===== src/rtl/uart_tx_serializer.sv =====
// uart_tx_serializer
//
// Transmit-side serializer of the UART core. One byte per valid/ready
// handshake lands in a single holding register. Each byte is framed as a
// start bit, 7 or 8 data bits LSB-first, an optional parity bit and a stop
// bit. Every bit lasts one xmit_pulse interval, and every change on tx
// happens on the clk edge that samples a pulse.
//
// Optional feature macro: UART_TX_TWO_STOP_EN
//   When defined, the stop2 input and the STOP2 state are added, which gives
//   two stop bits when stop2 = 1.
//
// Ports:
//   clk         in   system clock, rising edge
//   reset       in   synchronous active-high reset
//   xmit_pulse  in   one-clk strobe per bit period
//   tx_data     in   [7:0] byte to send
//   tx_valid    in   tx_data is valid
//   tx_ready    out  holding register empty (a byte can be accepted)
//   bit8        in   1 = 8 data bits, 0 = 7 data bits (bits 6:0)
//   parity_en   in   append a parity bit
//   odd_n_even  in   1 = odd parity, 0 = even parity
//   tx          out  registered serial line, idle high
//   tx_busy     out  a frame is in progress
//   tx_done     out  one-clk pulse when the final stop bit period ends
//   stop2       in   (UART_TX_TWO_STOP_EN only) 1 = two stop bits
module uart_tx_serializer (
  input  logic       clk,
  input  logic       reset,
  input  logic       xmit_pulse,
  input  logic [7:0] tx_data,
  input  logic       tx_valid,
  output logic       tx_ready,
  input  logic       bit8,
  input  logic       parity_en,
  input  logic       odd_n_even,
  output logic       tx,
  output logic       tx_busy,
  output logic       tx_done
`ifdef UART_TX_TWO_STOP_EN
  ,
  input  logic       stop2
`endif
);

  typedef enum logic [2:0] {
    S_IDLE   = 3'd0,
    S_START  = 3'd1,
    S_DATA   = 3'd2,
    S_PARITY = 3'd3,
`ifdef UART_TX_TWO_STOP_EN
    S_STOP   = 3'd4,
    S_STOP2  = 3'd5
`else
    S_STOP   = 3'd4
`endif
  } state_t;

  state_t     r_state;
  state_t     w_state_next;

  logic [7:0] r_hold;
  logic       r_hold_full;
  logic [7:0] r_shift;
  logic [2:0] r_bit_cnt;
  logic       r_bit8;
  logic       r_par_en;
  logic       r_parity;
  logic       r_tx;
  logic       r_done;
`ifdef UART_TX_TWO_STOP_EN
  logic       r_stop2;
`endif

  logic       w_tx_next;
  logic       w_done_next;
  logic       w_load;
  logic       w_shift;
  logic       w_last_bit;
  logic       w_frame_end;
  logic       w_accept;
  logic [7:0] w_par_data;

  assign w_accept   = tx_valid & ~r_hold_full;
  assign w_last_bit = (r_bit_cnt == (r_bit8 ? 3'd7 : 3'd6));

  // Pulse that closes the last stop bit of the frame.
`ifdef UART_TX_TWO_STOP_EN
  assign w_frame_end = xmit_pulse &
                       (((r_state == S_STOP) & ~r_stop2) | (r_state == S_STOP2));
`else
  assign w_frame_end = xmit_pulse & (r_state == S_STOP);
`endif

  // Loading the shift register happens from IDLE or straight out of the
  // final stop bit, so back-to-back frames have no idle gap between them.
  assign w_load = xmit_pulse & r_hold_full & ((r_state == S_IDLE) | w_frame_end);

  // Parity is taken from the held byte at load time, using the data width
  // that is being latched for that frame.
  assign w_par_data = bit8 ? r_hold : {1'b0, r_hold[6:0]};

  // State register
  always_ff @(posedge clk) begin
    if (reset) begin
      r_state <= S_IDLE;
    end else begin
      r_state <= w_state_next;
    end
  end

  // Next-state logic; state only advances on xmit_pulse
  always_comb begin
    w_state_next = r_state;
    if (xmit_pulse) begin
      case (r_state)
        S_IDLE:   if (r_hold_full) w_state_next = S_START;
        S_START:  w_state_next = S_DATA;
        S_DATA:   if (w_last_bit) w_state_next = r_par_en ? S_PARITY : S_STOP;
        S_PARITY: w_state_next = S_STOP;
`ifdef UART_TX_TWO_STOP_EN
        S_STOP:   begin
          if (r_stop2)          w_state_next = S_STOP2;
          else if (r_hold_full) w_state_next = S_START;
          else                  w_state_next = S_IDLE;
        end
        S_STOP2:  w_state_next = r_hold_full ? S_START : S_IDLE;
`else
        S_STOP:   w_state_next = r_hold_full ? S_START : S_IDLE;
`endif
        default:  w_state_next = S_IDLE;
      endcase
    end
  end

  // Output logic: next value of the registered line and strobes
  always_comb begin
    w_tx_next   = r_tx;
    w_done_next = w_frame_end;
    w_shift     = 1'b0;
    if (xmit_pulse) begin
      case (r_state)
        S_IDLE:   w_tx_next = 1'b1;
        S_START:  w_tx_next = r_shift[0];
        S_DATA:   begin
          if (w_last_bit) begin
            w_tx_next = r_par_en ? r_parity : 1'b1;
          end else begin
            // The line shows the bit that the shift is about to expose.
            w_tx_next = r_shift[1];
            w_shift   = 1'b1;
          end
        end
        default:  w_tx_next = 1'b1;
      endcase
      if (w_load) begin
        w_tx_next = 1'b0;
      end
    end
  end

  // Datapath: holding register, shift register, latched frame settings
  always_ff @(posedge clk) begin
    if (reset) begin
      r_hold      <= 8'h00;
      r_hold_full <= 1'b0;
      r_shift     <= 8'h00;
      r_bit_cnt   <= 3'd0;
      r_bit8      <= 1'b0;
      r_par_en    <= 1'b0;
      r_parity    <= 1'b0;
      r_tx        <= 1'b1;
      r_done      <= 1'b0;
`ifdef UART_TX_TWO_STOP_EN
      r_stop2     <= 1'b0;
`endif
    end else begin
      r_tx   <= w_tx_next;
      r_done <= w_done_next;

      // Accept and load are mutually exclusive: accept needs an empty
      // holding register, load needs a full one.
      if (w_accept) begin
        r_hold      <= tx_data;
        r_hold_full <= 1'b1;
      end else if (w_load) begin
        r_hold_full <= 1'b0;
      end

      if (w_load) begin
        r_shift   <= r_hold;
        r_bit_cnt <= 3'd0;
        r_bit8    <= bit8;
        r_par_en  <= parity_en;
        r_parity  <= (^w_par_data) ^ odd_n_even;
`ifdef UART_TX_TWO_STOP_EN
        r_stop2   <= stop2;
`endif
      end else if (w_shift) begin
        r_shift   <= {1'b0, r_shift[7:1]};
        r_bit_cnt <= r_bit_cnt + 3'd1;
      end
    end
  end

  assign tx       = r_tx;
  assign tx_done  = r_done;
  assign tx_ready = ~r_hold_full;
  assign tx_busy  = (r_state != S_IDLE);

endmodule

===== config.mk =====
export PLATFORM = sky130hd
export DESIGN_NAME = uart_tx_serializer
export DESIGN_NICKNAME = d
export VERILOG_FILES = /design/src/rtl/uart_tx_serializer.sv
export SDC_FILE = /design/constraint.sdc
export NUM_CORES = 1
export LEC_CHECK = 0
export ABC_AREA = 0
export CAP_MARGIN = 10
export CORE_AREA = 4 4 72 74
export CTS_CLUSTER_DIAMETER = 150
export DETAILED_ROUTE_END_ITERATION = 10
export DIE_AREA = 0 0 76 78
export GPL_TIMING_DRIVEN = 0
export HOLD_SLACK_MARGIN = 0.05
export MAX_ROUTING_LAYER = met4
export PLACE_DENSITY = 0.56
export SLEW_MARGIN = 30
export SYNTH_ARGS = -nofsm -noshare
export SYNTH_HDL_FRONTEND = slang
export SYNTH_SLANG_ARGS = --single-unit

===== constraint.sdc =====
create_clock -name clk -period 1.52 [get_ports clk]
set_input_delay 0.152 -clock clk [delete_from_list [all_inputs] [get_ports clk]]
set_output_delay 0.152 -clock clk [all_outputs]
set_load 0.02 [all_outputs]

==> out/metrics.yaml <==
insertion_delay_ns: 0.28
cp_slowest_cell: "clkdlybuf4s50_1"
num_vias: 1062
detail_route.wl_per_cell_um: 12.9
rsz0062_at_grt: "true"
crit_path_start: "r_hold_full"
cp_data_required_time_ns: 1.37
yosysUniqueCellTypes: 37
tritoncts: "done"
synth_edf_count: 0
preCtsSetupSlack_ns: -0.292
holdCritStartpoint: "parity_en"
gp_congestion: 0.754
max_stage_delay_ns: 0.59
drive_gt1_share_pct: 13.2
r2r_slack_ns: 0.08
holdPathEnd: "r_par_en"
ant_nets: 0
worst_pin_slew_ns: 0.490
switching_share_pct: 26.0
start_util_pct: 29.0
grt_max_degree: 16
cp-start-kind: "flop"
worstHoldPathCells: 3
die_area_um2: 5930
totalWireLength_um: 2860
yosys-top-cells-area: "dfxtp_1 42%, mux2i_1 12%, nor2_1 5.1%, a211oi_1 3.4%, nand2_1 3.4%"
boundaryPins: 19
grt.total_usage_pct: 10.7
max_slew_margin_pct: 67.4
die_height_um: 78
hold_viol: 0
ys_ff_latch: 28
overflow: 0
diodes: 0
cts_made_buffers: 3
pwr-share-seq_pct: 51.9
path_cells: "inv_1 -> clkdlybuf4s50_1"
die_w_um: 76
intPower_mw: 1.16
max_freq_ghz: 0.690
cap_violations: 0
core_area_um2: 4600
path_buf_inv: 2
period_minus_slack_ns: 1.45
reg2reg_from: "r_state[0]"
clock_sinks: 28
syn_nets: 160
htree_levels: 1
num_rows: 25
crit_path_end_kind: "output pin"
post-route-util_pct: 36.4
syn_area_per_cell_um2: 9.25
viasPerCell: 4.81
area_delta_synth_final_pct: 25.7
drt_iter0_drc: 50
hold_path_class: "primary input to flop"
power_density_nw_per_um2: 939
outcome: "finished clean"
final_nets: 184
cp_top_family: "buffers and inverters"
yosysSeqAreaShare_pct: 42.1
most-common-layout-cells: "24 x dfxtp_1, 17 x nor2_1, 17 x clkdlybuf4s50_1"
ctsHoldBuffers: 0
slew_violations: 0
dpl_cell_area_um2: 1580
synthFlopType: "dfxtp_1"
dp_hpwl_um: 2090
clockPowerShare_pct: 29.5
final_cell_area_um2: 1680
post-route-period-util_pct: 95.3
clkTransAtPathRegs_ns: 0.09
cts_buffer_depth: 2
regToRegEndpoint: "r_shift[5]"
reg2reg_depth: 5
syn_inst: 144
setup_viol: 0
first_global_vias: 1079
finClkSkew_ns: 0.00633
p_comb_share_pct: 18.6
final.setup.worst_slack_ns: 0.0711
ys_warn_count: 0
crit_arrival_ns: 1.30
drc_errors: 0
synthArstFlopShare_pct: 0
synth.top_cell.area_share_pct: 42.1
cp_max_fo: 9
p_leak_nw: 0.671
root_buffer: "clkbuf_8"
synth_top_cell_by_area: "dfxtp_1"
ir_drop_uv: 335
numPortBuffers: 18
critical_path_class: "flop to output pin"
grt_first_pass_wirelength_um: 5010
final_common_cell: "dfxtp_1"
antenna_found_initial: 0
syn_area_um2: 1330
netSwitchingPower_mw: 0.409
drt_pre_antenna_iters: 4
[power groups by stage]
| stage | logic [mW] | clock network (mW) | registers (mW) |
|---|---|---|---|
| after floorplan | 0.192 | 0 | 0.823 |
| after global placement | 0.282 | 0 | 0.828 |
| after detailed placement | 0.287 | 0 | 0.830 |
| after CTS | 0.290 | 0.488 | 0.814 |
| after global routing | 0.324 | 0.521 | 0.825 |
| final | 0.293 | 0.463 | 0.817 |
[cell usage after synthesis (2+ instances only)]
cell / count
xnor2_1: 5
clkbuf_1: 4
mux2i_1: 16
a21oi_1: 6
nand2b_1: 3
nor2_1: 18
nor3_1: 5
nand2_1: 12
buf_2: 5
a31oi_1: 2
nand3_1: 3
o2111ai_1: 2
o21ai_0: 2
a211oi_1: 6
inv_1: 5
xor2_1: 2
dfxtp_1: 28
[metal layers]
layer / up-vias / routed length (um) / track usage [%] / share of wire (%)
met3: 4 / 145 / 3.25 / 5.1
met2: 22 / 1420 / 15.8 / 50
met1: 485 / 1250 / 13.3 / 44
li1: 551 / - / - / -
met4: 0 / 40 / 5.34 / 1.4
met5: - / 0 / - / 0
[through the flow]
stage / hold WS, ns / std cells / power [mW] / TNS [ns]
global placement: 0.461 / 216 / 1.11 / -4.73
finish: 0.445 / 221 / 1.57 / 0
floorplan: 0.288 / 144 / 1.01 / 0
global route: 0.484 / 221 / 1.67 / -0.00330
detailed placement: 0.475 / 216 / 1.12 / -5.36
CTS: 0.437 / 221 / 1.59 / 0
[layout make-up]
| cell class | count | area, um^2 |
|---|---|---|
| Fill cell | 478 | 2920 |
| Multi-Input combinational cell | 101 | 721 |
| Sequential cell | 28 | 566 |
| Timing Repair Buffer | 19 | 186 |
| Tap cell | 54 | 67.6 |
| Buffer | 10 | 61.3 |
| Clock buffer | 4 | 55.1 |
| Inverter | 5 | 18.8 |
[cells by family (layout without fill, tap and decap cells)]
kind of cell,Yosys count,after routing,share of synthesized area (%)
simple gates,49,49,18.6
fa+ha+maj,1,1,0.939
mux,16,16,12.0
flops,28,28,42.1
buf+inv,15,38,5.26
compound gates,26,26,13.6
xor+xnor,9,9,7.51
[registers in the layout, indices dropped and copies added, names as in the netlist]
name,count
r_hold_full,1
r_bit8,1
r_par_en,1
r_hold,8
r_bit_cnt,3
r_parity,1
tx,1
r_state,3
r_shift,8
tx_done,1
[worst max path at each step]
stage,end,depth (start not counted)
4_1_cts,r_shift[5],6
6_report,tx_ready,2
5_1_grt,r_shift[5],5
3_5_place_dp,r_shift[5],6
3_3_place_gp,r_shift[3],6
2_1_floorplan,tx,4
[worst register-to-register path, delay by kind of cell (launching register included)]
family	cells	cell delay (ns)
AO/OA/AOI/OAI	1	0.26
buffers and inverters	3	0.58
flip-flops	1	0.31
AND/OR/NAND/NOR	1	0.21
[timing repair]
| item | in CTS | in global routing |
|---|---|---|
| setup endpoints to repair | 7 | 21 |
| pin swaps | 1 | 3 |
| buffers inserted | 1 | 0 |
| gates resized for setup | 4 | 11 |
(Power assumes the default switching activity.)
==> variant 1: new RTL, same settings <==
Re-encode `state_t` (5 states) as Gray code, 3 bits wide.
--- a/src/rtl/uart_tx_serializer.sv
+++ b/src/rtl/uart_tx_serializer.sv
@@ -45,13 +45,13 @@
 
   typedef enum logic [2:0] {
-    S_IDLE   = 3'd0,
-    S_START  = 3'd1,
-    S_DATA   = 3'd2,
-    S_PARITY = 3'd3,
+    S_IDLE   = 3'b000,
+    S_START  = 3'b001,
+    S_DATA   = 3'b011,
+    S_PARITY = 3'b010,
 `ifdef UART_TX_TWO_STOP_EN
     S_STOP   = 3'd4,
     S_STOP2  = 3'd5
 `else
-    S_STOP   = 3'd4
+    S_STOP   = 3'b110
 `endif
   } state_t;
Function: same outputs for any inputs over 10 cycles, from zero or initial values and one cycle with reset high; not proved beyond that.
==> variant 1 against the original RTL <==
Clock power decreased by 13%; power down 8.0%; sequential cell count unchanged; setup slack worse by 43 ps; routed wire length rose by 6.2%; area after synthesis is 1.2% lower; via count grew 4.3%; cell area decreased by 1.3%; global-route usage shrank 0.13 points; critical path type unchanged; critical endpoint is now tx_busy.
==> variant 1: results (changes against the original RTL) <==
| Step | Metric | Value | Change |
|:---|:---|:---|:---|
| sta | Maximum clock skew at final layout | 12.98 ps | was 6.327 ps |
| sta | Transition time at the pin with the least slew margin | 497.6 ps | was 489.5 ps |
| synth | Ranking of synthesized cells by area | sky130_fd_sc_hd__dfxtp_1, sky130_fd_sc_hd__mux2i_1, sky130_fd_sc_hd__a21oi_1 | was sky130_fd_sc_hd__dfxtp_1, sky130_fd_sc_hd__mux2i_1, sky130_fd_sc_hd__nor2_1 |
| synth | Synthesized netlist cell count | 143 | was 144 |
| cts | Clock transition at path regs | 100 ps |  |
| global route | Pin count of the biggest net entering global routing | 15 | was 16 |
| sta | Worst hold-check slack | 143.5 ps | was 444.8 ps |
| worst setup path | Category of cells accounting for the largest share of critical-path delay | simple AND/OR/NAND/NOR gates | was buffers and inverters |
| pwr | IR Drop Worst-Case VDD | 0.0003100 V | was 0.0003346 V |
| placed design | Cell Count Post-Placement | 214 | was 216 |
| placed design | DP Wirelength | 2229 µm | was 2090 µm |
| drt | First DRT Iteration DRCs | 48 | was 50 |
| cells and area | Ratio of cells with drive above 1 in the final layout | 17.58% | was 13.17% |
| drt | Routed wl met2 | 1542 µm | was 1419 µm |
| placed design | Global placer's final weighted congestion | 0.8362 | was 0.7542 |
| worst setup path | Max stage delay on crit path | 370 ps | was 590 ps |
| worst setup path | Arrival @ worst endpoint | 1340 ps | was 1300 ps |
| global route | Wire length of the first global-routing pass | 5064 µm | was 5009 µm |
| drt | Met1 Wirelength | 1373 µm | was 1250 µm |
| worst setup path | Critical-path top delay cell | sky130_fd_sc_hd__or3_1 | was sky130_fd_sc_hd__clkdlybuf4s50_1 |
| drt | Wire length on met3 | 102 µm | was 145 µm |
| cells and area | Fin nets | 183 | was 184 |
| global route | Number of global-route vias before repair | 1110 | was 1079 |
| placed design | DP Worst Slack | -262.8 ps | was -291.7 ps |
| outcome | Result of the run | complete, no violations | unchanged |
| placed design | Area of placed instances | 0.001554 mm² | was 0.001580 mm² |
| worst setup path | CP Max Fanout | 10 | was 9 |
| pwr | Cell leakage power | 0.6114 nW | was 0.6713 nW |
| hold path | Class of the most critical hold timing path | primary input to flip-flop | unchanged |
==> variant 1: cell type report <==
class | count | area, µm²
multi-input cells | 100 | 705.7
flip-flops and latches | 28 | 568.0
repair buffers | 20 | 187.7
well taps | 54 | 67.56
plain buffers | 10 | 68.82
inverters | 4 | 15.01
clock buffers | 3 | 41.29
fillers | 459 | 2944
==> variant 1: path summary, 6_finish.rpt <==
path | start | endpoint | depth (start not counted)
setup / recovery | r_state[2] | tx_busy | 3
hold / removal | xmit_pulse | r_state[1] | 2
setup reg to reg | r_state[1] | r_bit_cnt[2] | 5
hold reg to reg | r_shift[2] | r_shift[2] | 2
==> variant 1: per-layer routing <==
layer | track usage [%] | up-vias
met3 | 2.088 | 2
li1 | - | 557
met5 | - | -
met1 | 12.54 | 528
met2 | 17.81 | 21
met4 | 3.915 | 0
==> variant 1: logic make-up (layout without fill, tap and decap cells) <==
family	count (synthesis)	in the layout	share of synthesized area (%)
AO/OA/AOI/OAI	35	35	17.78
flip-flops	28	28	42.59
multiplexers	9	9	6.844
XOR/XNOR	9	9	7.605
adder cells (fa/ha/maj)	1	1	0.9504
AND/OR/NAND/NOR	46	46	18.35
buffers and inverters	15	37	5.893
==> variant 1: repair_timing <==
action,4_1_cts,5_1_grt
setup buffers,0,3
gates resized for setup,10,15
setup endpoints to repair,5,24
==> variant 1: report_power, final <==
part	switching [mW]	internal (mW)
clock	0.226	0.178
sequential	0.0316	0.766
combinational	0.118	0.127
==> variant 2: new RTL, config.mk and constraints unchanged <==
Made on the original files. Build with the macro `UART_TX_TWO_STOP_EN` defined.
--- a/src/rtl/uart_tx_serializer.sv
+++ b/src/rtl/uart_tx_serializer.sv
@@ -25,4 +25,6 @@
 //   tx_done     out  one-clk pulse when the final stop bit period ends
 //   stop2       in   (UART_TX_TWO_STOP_EN only) 1 = two stop bits
+`define UART_TX_TWO_STOP_EN
+
 module uart_tx_serializer (
   input  logic       clk,
Ports: changed (added stop2); port bits go from 19 to 20. No check against the original RTL was run, so the function may have changed too.
==> variant 2 against the original RTL <==
Combinational power increased by 42%; power is 25% higher; routed wire length rose by 24%; global-route usage grew 1.8 points; cell area is 16% higher; sequential cell count grew 1; setup slack got worse by 21 ps; clock skew increased by 0.52 ps; area after synthesis rose by 8.1%; hold slack lost 13 ps; register-to-register slack got worse by 30 ps; critical endpoint unchanged; largest power group unchanged.
==> variant 2: results (changes against the original RTL) <==
| Step | Metric | Value | Change |
|:---|:---|:---|:---|
| synth | Net count after synthesis | 172 | was 160 |
| cts | Post-CTS repair timing setup buffer count | 5 | was 1 |
| cells and area | Fill cell instance count of the final layout | 465 | was 478 |
| global route | Met3 demand-to-capacity share in global routing | 4.408% | was 3.248% |
| drt | First DRT Iteration DRCs | 64 | was 50 |
| placed design | DP Wirelength | 2402 µm | was 2090 µm |
| cells and area | Number of standard cells in the layout, taps in and fillers out | 246 | was 221 |
| drt | Routed wl met2 | 1737 µm | was 1419 µm |
| drt | Met1 Wirelength | 1514 µm | was 1250 µm |
| global route | Global routing met1 resource utilization | 13.79% | was 13.33% |
| global route | Met2 Track Usage GR | 21.32% | was 15.75% |
| global route | GRT Util Overall | 12.56% | was 10.74% |
| worst setup path | CP Max Fanout | 6 | was 9 |
| sta | Worst hold-check slack | 431.4 ps | was 444.8 ps |
| synth | Average footprint of a synthesized cell | 9.291 µm² | was 9.254 µm² |
| pwr | Power of the combinational group | 0.416 mW | was 0.293 mW |
| global route | Wire length of the first global-routing pass | 5823 µm | was 5009 µm |
| pwr | Cell leakage power | 0.7348 nW | was 0.6713 nW |
| cells and area | Area used by multi-input combinational logic | 779.5 µm² | was 720.7 µm² |
| outcome | Result of the run | complete, no violations | unchanged |
| drt | Wire length on met3 | 230 µm | was 145 µm |
| drt | Routed vias/inst | 5.098 | was 4.805 |
| synth | Synth cell types | 48 | was 37 |
| sta | Relative slew slack | 66.74% | was 67.36% |
| worst setup path | Internal reg-to-reg setup slack | 50 ps | was 80 ps |
| cells and area | Ratio of cells with drive above 1 in the final layout | 22.92% | was 13.17% |
| cts | # resized after CTS | 10 | was 4 |
| synth | Top post-synthesis cells by count | sky130_fd_sc_hd__dfxtp_1, sky130_fd_sc_hd__nand2_1, sky130_fd_sc_hd__a21oi_1 | was sky130_fd_sc_hd__dfxtp_1, sky130_fd_sc_hd__nor2_1, sky130_fd_sc_hd__mux2i_1 |
| cells and area | Fin nets | 208 | was 184 |
| placed design | IO buf count | 19 | was 18 |
| cts | Number of buffers added by the clock tree synthesis step | 5 | was 3 |
| sta | Maximum clock skew at final layout | 6.844 ps | was 6.327 ps |
| synth | Post-synthesis sequential area ratio | 40.31% | was 42.07% |
| pwr | IR Drop Worst-Case VDD | 0.0004765 V | was 0.0003346 V |
| worst setup path | Arrival @ worst endpoint | 1320 ps | was 1300 ps |
| pwr | Power spent charging and discharging nets | 0.5208 mW | was 0.4087 mW |
| pwr | Sequential share of power | 43.1% | was 51.9% |
| global route | Pin count of the biggest net entering global routing | 11 | was 16 |
variant 2: path summary, 6_finish.rpt:
path               start         end  cells past startpoint
min reg2reg   r_shift[5]  r_shift[5]                      2
min                stop2     r_stop2                      3
max reg2reg   r_state[1]  r_shift[5]                      7
max          r_hold_full    tx_ready                      2
variant 2: cells by family (layout without fill, tap and decap cells):
group	count (synthesis)	in the layout	synth area share, %
multiplexers	9	9	6.256
buffers and inverters	16	53	7.210
AND/OR/NAND/NOR	53	53	19.72
XOR/XNOR	8	8	6.342
flip-flops	29	29	40.31
AO/OA/AOI/OAI	39	39	19.29
adder cells (fa/ha/maj)	1	1	0.8687
variant 2: cell type report:
class,count,share of cell area [%]
multi-input cells,110,40.09
flip-flops and latches,29,30.31
repair buffers,30,15.44
clock buffers,7,4.955
plain buffers,9,4.311
well taps,54,3.475
inverters,6,1.158
clock inverters,1,0.2574
variant 2: worst max-delay path: cells and delay by family (launching register included):
| family | cells | cell delay, ps |
|---|---|---|
| buffers and inverters | 2 | 690 |
| DFF | 1 | 350 |
